**config.mk**
```make
export PLATFORM = sky130hd
export DESIGN_NAME = vga_sync_gen
export DESIGN_NICKNAME = d
export VERILOG_FILES = /design/src/rtl/vga_sync_gen.sv
export SDC_FILE = /design/constraint.sdc
export NUM_CORES = 1
export LEC_CHECK = 0
export ABC_AREA = 1
export CORE_MARGIN = 8
export CORE_UTILIZATION = 51
export CTS_CLUSTER_DIAMETER = 30
export DETAILED_ROUTE_END_ITERATION = 10
export HOLD_SLACK_MARGIN = 0.12
export PLACE_DENSITY = 0.71
export SYNTH_ARGS = -nofsm -noshare
export SYNTH_HDL_FRONTEND = slang
export SYNTH_SLANG_ARGS = --single-unit
export TNS_END_PERCENT = 50
```
**constraint.sdc**
```tcl
create_clock -name CLK -period 2.82 [get_ports CLK]
set_clock_uncertainty 0.1 [all_clocks]
set_input_delay 0.564 -clock CLK [delete_from_list [all_inputs] [get_ports CLK]]
set_output_delay 0.564 -clock CLK [all_outputs]
set_load 0.005 [all_outputs]
```
**src/rtl/vga_sync_gen.sv**
```systemverilog
// VGA raster timing generator: HSYNC/VSYNC/DISP_EN/PIX_X/PIX_Y plus line/frame start pulses.
// Latency: outputs are registered and show the new (hpos,vpos) in the cycle after each PIX_EN edge; PIX_EN=0 holds every output except the start pulses, which drop to 0.
module vga_sync_gen #(
    parameter int H_ACTIVE = 640,
    parameter int H_FP     = 16,
    parameter int H_SYNC   = 96,
    parameter int H_BP     = 48,
    parameter int V_ACTIVE = 480,
    parameter int V_FP     = 10,
    parameter int V_SYNC   = 2,
    parameter int V_BP     = 33,
    parameter int SYNC_POL = 0,
    parameter int X_WIDTH  = 10,
    parameter int Y_WIDTH  = 10
) (
    input  logic               CLK,
    input  logic               RESET,
    input  logic               PIX_EN,
    output logic               HSYNC,
    output logic               VSYNC,
    output logic               DISP_EN,
    output logic [X_WIDTH-1:0] PIX_X,
    output logic [Y_WIDTH-1:0] PIX_Y,
    output logic               LINE_START,
    output logic               FRAME_START
);

    typedef enum logic [1:0] {ACTIVE, FRONT, SYNC, BACK} region_t;

    localparam int H_TOTAL = H_ACTIVE + H_FP + H_SYNC + H_BP;
    localparam int V_TOTAL = V_ACTIVE + V_FP + V_SYNC + V_BP;
    localparam logic SYNC_LVL = (SYNC_POL != 0);

    localparam logic [X_WIDTH-1:0] H_LAST  = X_WIDTH'(H_TOTAL - 1);
    localparam logic [X_WIDTH-1:0] H_ACT_L = X_WIDTH'(H_ACTIVE - 1);
    localparam logic [X_WIDTH-1:0] H_FP_L  = X_WIDTH'(H_FP - 1);
    localparam logic [X_WIDTH-1:0] H_SY_L  = X_WIDTH'(H_SYNC - 1);
    localparam logic [X_WIDTH-1:0] H_BP_L  = X_WIDTH'(H_BP - 1);
    localparam logic [Y_WIDTH-1:0] V_LAST  = Y_WIDTH'(V_TOTAL - 1);
    localparam logic [Y_WIDTH-1:0] V_ACT_L = Y_WIDTH'(V_ACTIVE - 1);
    localparam logic [Y_WIDTH-1:0] V_FP_L  = Y_WIDTH'(V_FP - 1);
    localparam logic [Y_WIDTH-1:0] V_SY_L  = Y_WIDTH'(V_SYNC - 1);
    localparam logic [Y_WIDTH-1:0] V_BP_L  = Y_WIDTH'(V_BP - 1);

    generate
        if (H_TOTAL > (1 << X_WIDTH)) begin : g_bad_x_width
            $error("vga_sync_gen: H_TOTAL does not fit in X_WIDTH");
        end
        if (V_TOTAL > (1 << Y_WIDTH)) begin : g_bad_y_width
            $error("vga_sync_gen: V_TOTAL does not fit in Y_WIDTH");
        end
        if (H_ACTIVE < 1 || H_FP < 1 || H_SYNC < 1 || H_BP < 1 ||
            V_ACTIVE < 1 || V_FP < 1 || V_SYNC < 1 || V_BP < 1) begin : g_bad_region
            $error("vga_sync_gen: every timing region needs at least one pixel/line");
        end
    endgenerate

    function automatic region_t region_after(input region_t r);
        case (r)
            ACTIVE:  return FRONT;
            FRONT:   return SYNC;
            SYNC:    return BACK;
            default: return ACTIVE;
        endcase
    endfunction

    function automatic logic [X_WIDTH-1:0] h_region_last(input region_t r);
        case (r)
            ACTIVE:  return H_ACT_L;
            FRONT:   return H_FP_L;
            SYNC:    return H_SY_L;
            default: return H_BP_L;
        endcase
    endfunction

    function automatic logic [Y_WIDTH-1:0] v_region_last(input region_t r);
        case (r)
            ACTIVE:  return V_ACT_L;
            FRONT:   return V_FP_L;
            SYNC:    return V_SY_L;
            default: return V_BP_L;
        endcase
    endfunction

    region_t              h_state, h_state_nxt;
    region_t              v_state, v_state_nxt;
    logic [X_WIDTH-1:0]   hpos, hpos_nxt, h_cnt, h_cnt_nxt;
    logic [Y_WIDTH-1:0]   vpos, vpos_nxt, v_cnt, v_cnt_nxt;
    logic                 hwrap, fwrap;
    logic                 hsync_nxt, vsync_nxt, disp_nxt;
    logic [X_WIDTH-1:0]   pix_x_nxt;
    logic [Y_WIDTH-1:0]   pix_y_nxt;

    always_comb begin
        hpos_nxt    = hpos;
        vpos_nxt    = vpos;
        h_cnt_nxt   = h_cnt;
        v_cnt_nxt   = v_cnt;
        h_state_nxt = h_state;
        v_state_nxt = v_state;
        hwrap       = PIX_EN && (hpos == H_LAST);
        fwrap       = hwrap && (vpos == V_LAST);

        if (PIX_EN) begin
            hpos_nxt = hwrap ? '0 : hpos + X_WIDTH'(1);
            if (h_cnt == h_region_last(h_state)) begin
                h_state_nxt = region_after(h_state);
                h_cnt_nxt   = '0;
            end else begin
                h_cnt_nxt = h_cnt + X_WIDTH'(1);
            end
        end

        // The vertical FSM only moves on the edge that ends a line.
        if (hwrap) begin
            vpos_nxt = fwrap ? '0 : vpos + Y_WIDTH'(1);
            if (v_cnt == v_region_last(v_state)) begin
                v_state_nxt = region_after(v_state);
                v_cnt_nxt   = '0;
            end else begin
                v_cnt_nxt = v_cnt + Y_WIDTH'(1);
            end
        end

        hsync_nxt = (h_state_nxt == SYNC) ? SYNC_LVL : ~SYNC_LVL;
        vsync_nxt = (v_state_nxt == SYNC) ? SYNC_LVL : ~SYNC_LVL;
        disp_nxt  = (h_state_nxt == ACTIVE) && (v_state_nxt == ACTIVE);
        pix_x_nxt = disp_nxt ? hpos_nxt : '0;
        pix_y_nxt = disp_nxt ? vpos_nxt : '0;
    end

    always_ff @(posedge CLK or posedge RESET) begin
        if (RESET) begin
            hpos        <= H_LAST;
            vpos        <= V_LAST;
            h_cnt       <= H_BP_L;
            v_cnt       <= V_BP_L;
            h_state     <= BACK;
            v_state     <= BACK;
            HSYNC       <= ~SYNC_LVL;
            VSYNC       <= ~SYNC_LVL;
            DISP_EN     <= 1'b0;
            PIX_X       <= '0;
            PIX_Y       <= '0;
            LINE_START  <= 1'b0;
            FRAME_START <= 1'b0;
        end else begin
            hpos        <= hpos_nxt;
            vpos        <= vpos_nxt;
            h_cnt       <= h_cnt_nxt;
            v_cnt       <= v_cnt_nxt;
            h_state     <= h_state_nxt;
            v_state     <= v_state_nxt;
            HSYNC       <= hsync_nxt;
            VSYNC       <= vsync_nxt;
            DISP_EN     <= disp_nxt;
            PIX_X       <= pix_x_nxt;
            PIX_Y       <= pix_y_nxt;
            LINE_START  <= hwrap;
            FRAME_START <= fwrap;
        end
    end

endmodule

```
; After elaboration in Yosys (flattened, before gate mapping)
; Index checks and enable logic that the tools add are counted.
[word_totals]
ff_bits = 69
latch_bits = 0
ramBits = 0
romBits = 0
output_inout_bits = 25
memories = 0
[op_classes]
addsub = 4
multipliers = 0
div = 0
magnitude_cmp = 0
eq_ne = 10
shift = 0
n_mux = 20
bitwise = 0
reduce_logical = 7
[op_table]
columns = op, count
row1 = $mux W10, 10
row2 = $add A10 B1 Y10 const B, 4
row3 = $pmux W10 S3, 1
row4 = $pmux W9 S3, 1
row5 = $eq A10 B10 Y1, 2
row6 = $eq A10 B10 Y1 const B, 2
row7 = $pmux W2 S3, 2
row8 = $eq A2 B2 Y1 const B, 4
row9 = $logic_not A2 Y1, 4
row10 = $mux W2, 4
row11 = $eq A2 B1 Y1 const B, 2
row12 = $logic_and A1 B1 Y1, 3
row13 = $mux W1, 2

; Depth between registers and ports, before layout
; Gate-level depths: netlist (run 1).
[logic_depth]
word_depth = 9
mapped_depth = 14

; Least setup slack after synthesis (run 1)
; Ideal clock, no wire load.
[synth_timing]
path_kind = reg2reg
start = register h_state[0]
end = register PIX_X[0]
arrival_time_ns = 1.891
slack_ns = 0.760
stages_incl_launch_ff = 15
n_path_buf = 1
period_less_slack_ns = 2.060
path_cell_list = dfstp_2 > inv_1 > ha_1 > inv_1 > nand2_1 > nand2_1 > nand2_2 > nor2_4 > nand3_4 > nand2_4 > nand2_4 > nor2_4 > nand3_2 > buf_6 > nor2_2
[synth_via]
elab_chain_len = 9
[synth_lines]
columns = item, line
row1 = "start, declared", 85  ; region_t h_state, h_state_nxt;
row2 = "start signal, assigned", 152  ; h_state <= h_state_nxt;
row3 = $eq A2 B2 Y1 (tied with other cells), "59, 68"
row4 = $pmux W10 S3, 68  ; case (r)
row5 = $mux W10, 104  ; if (PIX_EN) begin
row6 = $eq A10 B10 Y1, 106  ; if (h_cnt == h_region_last(h_state)) begin
row7 = $mux W2, 106
row8 = $mux W2 (*), 104
row9 = named net h_state_nxt[0], 85
row10 = $logic_not A2 Y1 (*), 127  ; disp_nxt = (h_state_nxt == ACTIVE) && (v_state_nxt == ACTIVE);
row11 = $logic_and A1 B1 Y1 (*), 127
row12 = $mux W10 (*), 128  ; pix_x_nxt = disp_nxt ? hpos_nxt : '0;
row13 = named net pix_x_nxt[0], 91  ; logic [X_WIDTH-1:0] pix_x_nxt;
row14 = "end signal, assigned", 157  ; PIX_X <= pix_x_nxt;
row15 = "end, declared", 22  ; output logic [X_WIDTH-1:0] PIX_X,
; Mark *: on every way through the listed nets, which the timed path passes. The rest lies on a longest branch. The select of a mux whose other input is x is not followed.
; A chain may end at the register's enable or synchronous reset.

; Final worst setup path (run 1)
[layout_timing]
start = register h_state[0]
end = register PIX_Y[7]
[layout_via]
elab_chain_len = 9
[layout_lines]
columns = item, line
row1 = $eq A2 B2 Y1 (tied with other cells), "59, 68"
row2 = $pmux W10 S3, 68
row3 = $mux W10, 104
row4 = $eq A10 B10 Y1, 106
row5 = $mux W2, 106
row6 = $mux W2 (*), 104
row7 = named net h_state_nxt[0], 85
row8 = $logic_not A2 Y1 (*), 127
row9 = $logic_and A1 B1 Y1 (*), 127
row10 = $mux W10 (*), 129  ; pix_y_nxt = disp_nxt ? vpos_nxt : '0;
row11 = named net pix_y_nxt[7], 92  ; logic [Y_WIDTH-1:0] pix_y_nxt;
row12 = "end signal, assigned", 158  ; PIX_Y <= pix_y_nxt;
row13 = "end, declared", 23  ; output logic [Y_WIDTH-1:0] PIX_Y,
; Marks and branches as above.

==> metrics.md, run 1 <==
| Metric | Value |
|---|---|
| I/O pins | `28` |
| Slowest CP cell | `dfstp_2` |
| RD Place Congestion | `0.905` |
| Vias/cell | `4.69` |
| WL/cell | `12.2 µm` |
| Antenna Nets Post-Route | `0` |
| Initial core utilization | `51.6%` |
| Layout cells sized above 1 | `21.3%` |
| Post_cts resized | `0` |
| TritonCTS clock tree | `done` |
| Crit path largest cell delay | `560 ps` |
| Die Span X | `101 µm` |
| Worst setup EP type | `flip-flop` |
| Ranking of synthesized cells by area | `dfrtp_1 (32%), dfstp_2 (16%), nand2_1 (8.6%)` |
| Sequential element share of the synthesized area | `47.6%` |
| Period utilization | `81.5%` |
| Synth cell types | `32` |
| Via count | `2,662` |
| Synth top area share | `31.9%` |
| Actual slew at the worst max-slew pin | `514 ps` |
| Post-Syn Area | `0.00368 mm²` |
| Die area | `0.0102 mm²` |
| Synth warnings | `0` |
| Rows | `31` |
| Ys async rst share | `100%` |
| DRC errors left | `0` |
| Final WS setup | `523 ps` |
| Fin util | `60.3%` |
| FF+latch area | `0.00175 mm²` |
| PortBufs | `27` |
| Number of inserted diodes | `0` |
| Max Slew Vio Count | `0` |
| Hold Path Class | `flip-flop to flip-flop` |
| Post-Route WL | `6950 µm` |
| TritonCTS Sinks | `69` |
| Clock Path Buffers | `2` |
| Top cells by count, synth | `nand2_1 (84), inv_1 (79), dfrtp_1 (47), nor2_1 (39), nand3_1 (37)` |
| Post-DP HPWL | `5070 µm` |
| Clk slew on worst S/H paths | `70 ps` |
| Post-DP Area | `0.00408 mm²` |
| Multi-input gate area | `0.00155 mm²` |
| 1st-iter DRT viols | `136` |
| Crit path time final | `2300 ps` |
| Pwr Density | `602 mW/mm²` |
| CP Launch Type | `flip-flop` |
| Most common cell in the netlist | `nand2_1` |
| Total power | `2.59 mW` |
| RSZ-0062 raised after global routing | `false` |
| Total gr overflow | `0` |
| Hold Violations, Final | `0` |
| Top FF cell, synth | `dfrtp_1` |
| Post-Place Worst Slack | `286 ps` |
| Maximum VDD drop | `0.367 mV` |
| Max-Slew Margin vs Limit | `65.7%` |
| TritonRoute pass-1 iters | `4` |
| Final Setup Violations | `0` |
| Crit path max fanout | `21` |
| Synth Register Bits | `69` |
| Layout net count | `479` |
| Vias in the first global route | `2,688` |
| Die span in y | `101 µm` |
| CP Class | `flip-flop to flip-flop` |
| Worst-Skew Late Latency | `350 ps` |
| Dominant cell type by area after synthesis | `dfrtp_1` |
| Mapped Nets | `442` |
| Mean post-synth cell area | `8.63 µm²` |
| Post-route cell area | `0.00430 mm²` |
| P&R area growth vs syn | `16.8%` |
| Number of synthesized flops with an enable pin | `0` |
| Post-CTS setup buffers | `0` |
| Hold_buf cts | `0` |
| Fillers | `617` |
| First-pass GRT wire length | `12,200 µm` |
| Post-Route Setup TNS | `0 ps` |
| Initial antenna violation count | `0` |
| CP Data Arrival Time | `2480 ps` |
| Max Freq | `0.435 GHz` |
| Leak | `2.26 nW` |
| CP required | `3000 ps` |
| Worst path cell trace | `inv_1 -> ha_1 -> inv_1 -> nand2_1 -> nand2_1 -> nand2_2 -> nor2_4 -> nand3_4 -> nand2_4 -> nand2_4 -> nor2_4 -> nand3_2 -> buf_12 -> nor2_2` |
| Clock root cell | `clkbuf_8` |
| H-tree levels | `3` |
| Core Region | `0.00714 mm²` |
| Status | `completed` |
| Synth Instances | `427` |
| CTS buffer count | `9` |
| Global Route Usage Sum | `15.3%` |
| Max Cap Viol | `0` |
| Largest net degree at the start of global routing | `50` |
==> cell type report <==
| type | instances | area share [%] |
|---|---|---|
| clock buffers | 12 | 3.60 |
| clock inverters | 4 | 1.63 |
| inverters | 84 | 7.33 |
| multi-input cells | 268 | 36.1 |
| flip-flops and latches | 69 | 40.8 |
| well taps | 99 | 2.88 |
| repair buffers | 32 | 7.73 |
==> sequential cells by signal (all words and copies together) (netlist names) <==
name,count
h_cnt,10
h_state,2
v_state,2
hpos,10
LINE_START,1
PIX_Y,10
PIX_X,10
HSYNC,1
vpos,10
v_cnt,10
VSYNC,1
DISP_EN,1
FRAME_START,1
==> per-layer routing <==
metal	wire length (µm)	share of wire, %	vias to the layer above	global-route usage, %
met5	0	0	-	0
li1	-	-	1384	-
met1	3390	49	1234	19.4
met3	237	3.4	8	4.97
met4	80	1.2	0	5.73
met2	3240	47	36	23.7
==> power breakdown <==
group	switching (mW)	internal [mW]
clock network	0.365	0.544
registers	0.122	1.16
logic	0.259	0.144
==> through the flow <==
stage	hold slack (ps)	std cells
2_1_floorplan	356	427
3_3_place_gp	366	552
3_5_place_dp	374	552
4_1_cts	385	568
5_1_grt	396	568
6_report	382	568
==> cell usage in the layout (no fill, tap or decap), drive strengths merged <==
cell | netlist | routed
a21o | 3 | 3
a21oi | 2 | 2
a22oi | 2 | 2
and2 | 1 | 1
buf | 6 | 5
bufinv | 0 | 2
clkbuf | 0 | 12
clkdlybuf4s50 | 0 | 27
clkinv | 0 | 2
dfrtp | 47 | 47
dfstp | 22 | 22
ha | 12 | 12
inv | 84 | 84
nand2 | 94 | 94
nand3 | 44 | 44
nand4 | 9 | 9
nor2 | 68 | 68
nor3 | 7 | 7
nor3b | 3 | 3
o21ai | 11 | 11
o21bai | 2 | 2
or2 | 3 | 3
xnor2 | 1 | 1
xor2 | 6 | 6
==> kinds of logic after synthesis <==
group	count (synthesis)	synth area share, %
compound gates	20	3.19
flops	69	47.6
xor+xnor	7	1.66
fa+ha+maj	12	4.08
buf+inv	90	10.2
simple gates	229	33.2
==> critical path, delay by kind of cell (launching register included) <==
kind | cells | cell delay [ps]
adders and majority gates | 1 | 330
and+or+nand+nor | 10 | 930
DFF | 1 | 560
buffers and inverters | 3 | 300
==> worst paths after layout <==
kind | start | to | slack [ps] | cells past startpoint
min in group asynchronous | RESET | PIX_X[1] | 430 | 2
hold reg to reg | h_cnt[1] | h_cnt[1] | 380 | 2
hold / removal | h_cnt[1] | h_cnt[1] | 380 | 2
setup reg to reg | h_state[0] | PIX_Y[7] | 520 | 14
setup / recovery | h_state[0] | PIX_Y[7] | 520 | 14
max in group asynchronous | RESET | h_cnt[5] | 1520 | 3
No activity file was read; power rests on OpenSTA's default activity.
==> run 2: changes to the inputs <==
Settings changed: PLACE_DENSITY 0.71 to 0.74.
Clock period 2.82 ns to 2.1 ns, I/O delays scaled along.
==> metrics.md, run 2 (same netlist as run 1, synthesis figures left out) <==
| Metric | Value |
|---|---|
| Global Route Usage Sum | `16.0%` |
| First-pass GRT wire length | `12,900 µm` |
| Largest net degree at the start of global routing | `51` |
| RSZ-0062 raised after global routing | `true` |
| Leak | `2.39 nW` |
| Die Span X | `101 µm` |
| 1st-iter DRT viols | `90` |
| Number of inserted diodes | `0` |
| Commonest cells after routing, fill and taps aside | `nand2_1 (83), inv_1 (75), dfrtp_1 (47), nand3_1 (36), nor2_1 (34)` |
| CTS buffer count | `9` |
| Clock Path Buffers | `2` |
| CP Data Arrival Time | `2270 ps` |
| WL/cell | `12.5 µm` |
| Total gr overflow | `0` |
| Core Region | `0.00714 mm²` |
| Crit path time final | `2100 ps` |
| RD Place Congestion | `0.868` |
| Final Setup Violations | `0` |
| Post-Route WL | `7480 µm` |
| Slowest CP cell | `dfstp_2` |
| Initial core utilization | `51.6%` |
| Max-Slew Margin vs Limit | `76.2%` |
| CP Class | `flip-flop to flip-flop` |
| Initial antenna violation count | `0` |
| TritonCTS clock tree | `done` |
| Commonest non-fill, non-tap cell in the layout | `nand2_1` |
| Maximum VDD drop | `0.465 mV` |
| TritonRoute pass-1 iters | `4` |
| Status | `completed` |
| Hold Path Class | `flip-flop to flip-flop` |
| DRC errors left | `0` |
| Crit path max fanout | `12` |
| Worst-Skew Late Latency | `340 ps` |
| PortBufs | `27` |
| Post-Route Setup TNS | `0 ps` |
| Layout net count | `509` |
| TritonCTS Sinks | `69` |
| Worst path cell trace | `inv_2 -> ha_4 -> inv_2 -> nand2_1 -> nand2_1 -> nand2_2 -> nor2_4 -> nand3_4 -> nand2_4 -> nand2_4 -> nor2_4 -> nand3_4 -> buf_12 -> nor2_2` |
| Via count | `2,864` |
| Clock root cell | `clkbuf_8` |
| CP Launch Type | `flip-flop` |
| Die span in y | `101 µm` |
| Hold_buf cts | `0` |
| WHS | `402 ps` |
| Worst setup EP type | `flip-flop` |
| Max Freq | `0.477 GHz` |
| H-tree levels | `3` |
| Crit path largest cell delay | `540 ps` |
| Vias/cell | `4.79` |
| Actual slew at the worst max-slew pin | `354 ps` |
| I/O pins | `28` |
| Antenna Nets Post-Route | `0` |
| Period utilization | `99.9%` |
| Fillers | `618` |
| Max Slew Vio Count | `0` |
| Max Cap Viol | `0` |
| CP required | `2270 ps` |
| Die area | `0.0102 mm²` |
| Clk slew on worst S/H paths | `70 ps` |
| P&R area growth vs syn | `24.4%` |
| Hold Violations, Final | `0` |
| Post-DP HPWL | `5650 µm` |
| Rows | `31` |
| Layout cells sized above 1 | `28.5%` |
| Vias in the first global route | `2,903` |
| Pwr Density | `727 mW/mm²` |
## run 2: cell types whose count changed in the layout (fill, tap and decap cells not counted), sizes merged
cell	previous run	this run
bufinv	2	1
inv	84	83
buf	5	35
clkinvlp	0	2
## run 2: timing repair
action	in CTS	in global routing
buffers inserted	2	1
endpoints found under the setup margin	21	28
resized for setup	6	10
pin swaps	2	4
## run 2: final timing paths
path	from	end	slack [ps]	cells after the start
max	h_state[0]	PIX_X[9]	2	14
min	h_cnt[1]	h_cnt[1]	400	2
max reg2reg	h_state[0]	PIX_X[9]	2	14
min reg2reg	h_cnt[1]	h_cnt[1]	400	2
max in group asynchronous	RESET	vpos[3]	1190	3
min in group asynchronous	RESET	hpos[5]	410	3
## run 2: report_power, final
part,total [mW],internal [mW],switching [mW]
clock,1.05,0.578,0.471
combinational,0.565,0.207,0.358
sequential,1.72,1.56,0.162
## run 2: metal layers
metal / global-route usage [%] / vias to the layer above / part of all wire [%]
met2: 25.8 / 39 / 48
li1: - / 1434 / -
met5: 0 / - / 0
met1: 20.1 / 1378 / 47
met4: 6.99 / 0 / 1.8
met3: 3.45 / 13 / 3.5
## run 2: area by class of cell
cell class | instances | area, µm² | area share (%)
clock buffers | 12 | 145 | 3.17
clock inverters | 4 | 47.5 | 1.04
inverters | 84 | 319 | 6.97
multi-input cells | 268 | 1600 | 34.9
flip-flops and latches | 69 | 1750 | 38.3
well taps | 99 | 124 | 2.70
repair buffers | 62 | 591 | 12.9
## run 2: stage by stage
stage                     total power, mW  std cells  setup WS [ps]  utilization (%)  instance area [µm²]
after floorplan                      2.15        427           39.6                -                 3690
after global placement               2.26        579           -153             60.4                 4310
after detailed placement             2.29        579           -266             60.4                 4310
after CTS                            3.36        597          -22.6             63.6                 4540
after global routing                 3.53        598           -128             64.2                 4580
final                                3.33        598           2.29             64.2                 4580
## run 2: critical path: cells and delay by family, from the launching register on
kind                       cells  cell delay [ps]
and+or+nand+nor               10              870
DFF                            1              540
buffers and inverters          3              250
adders and majority gates      1              240
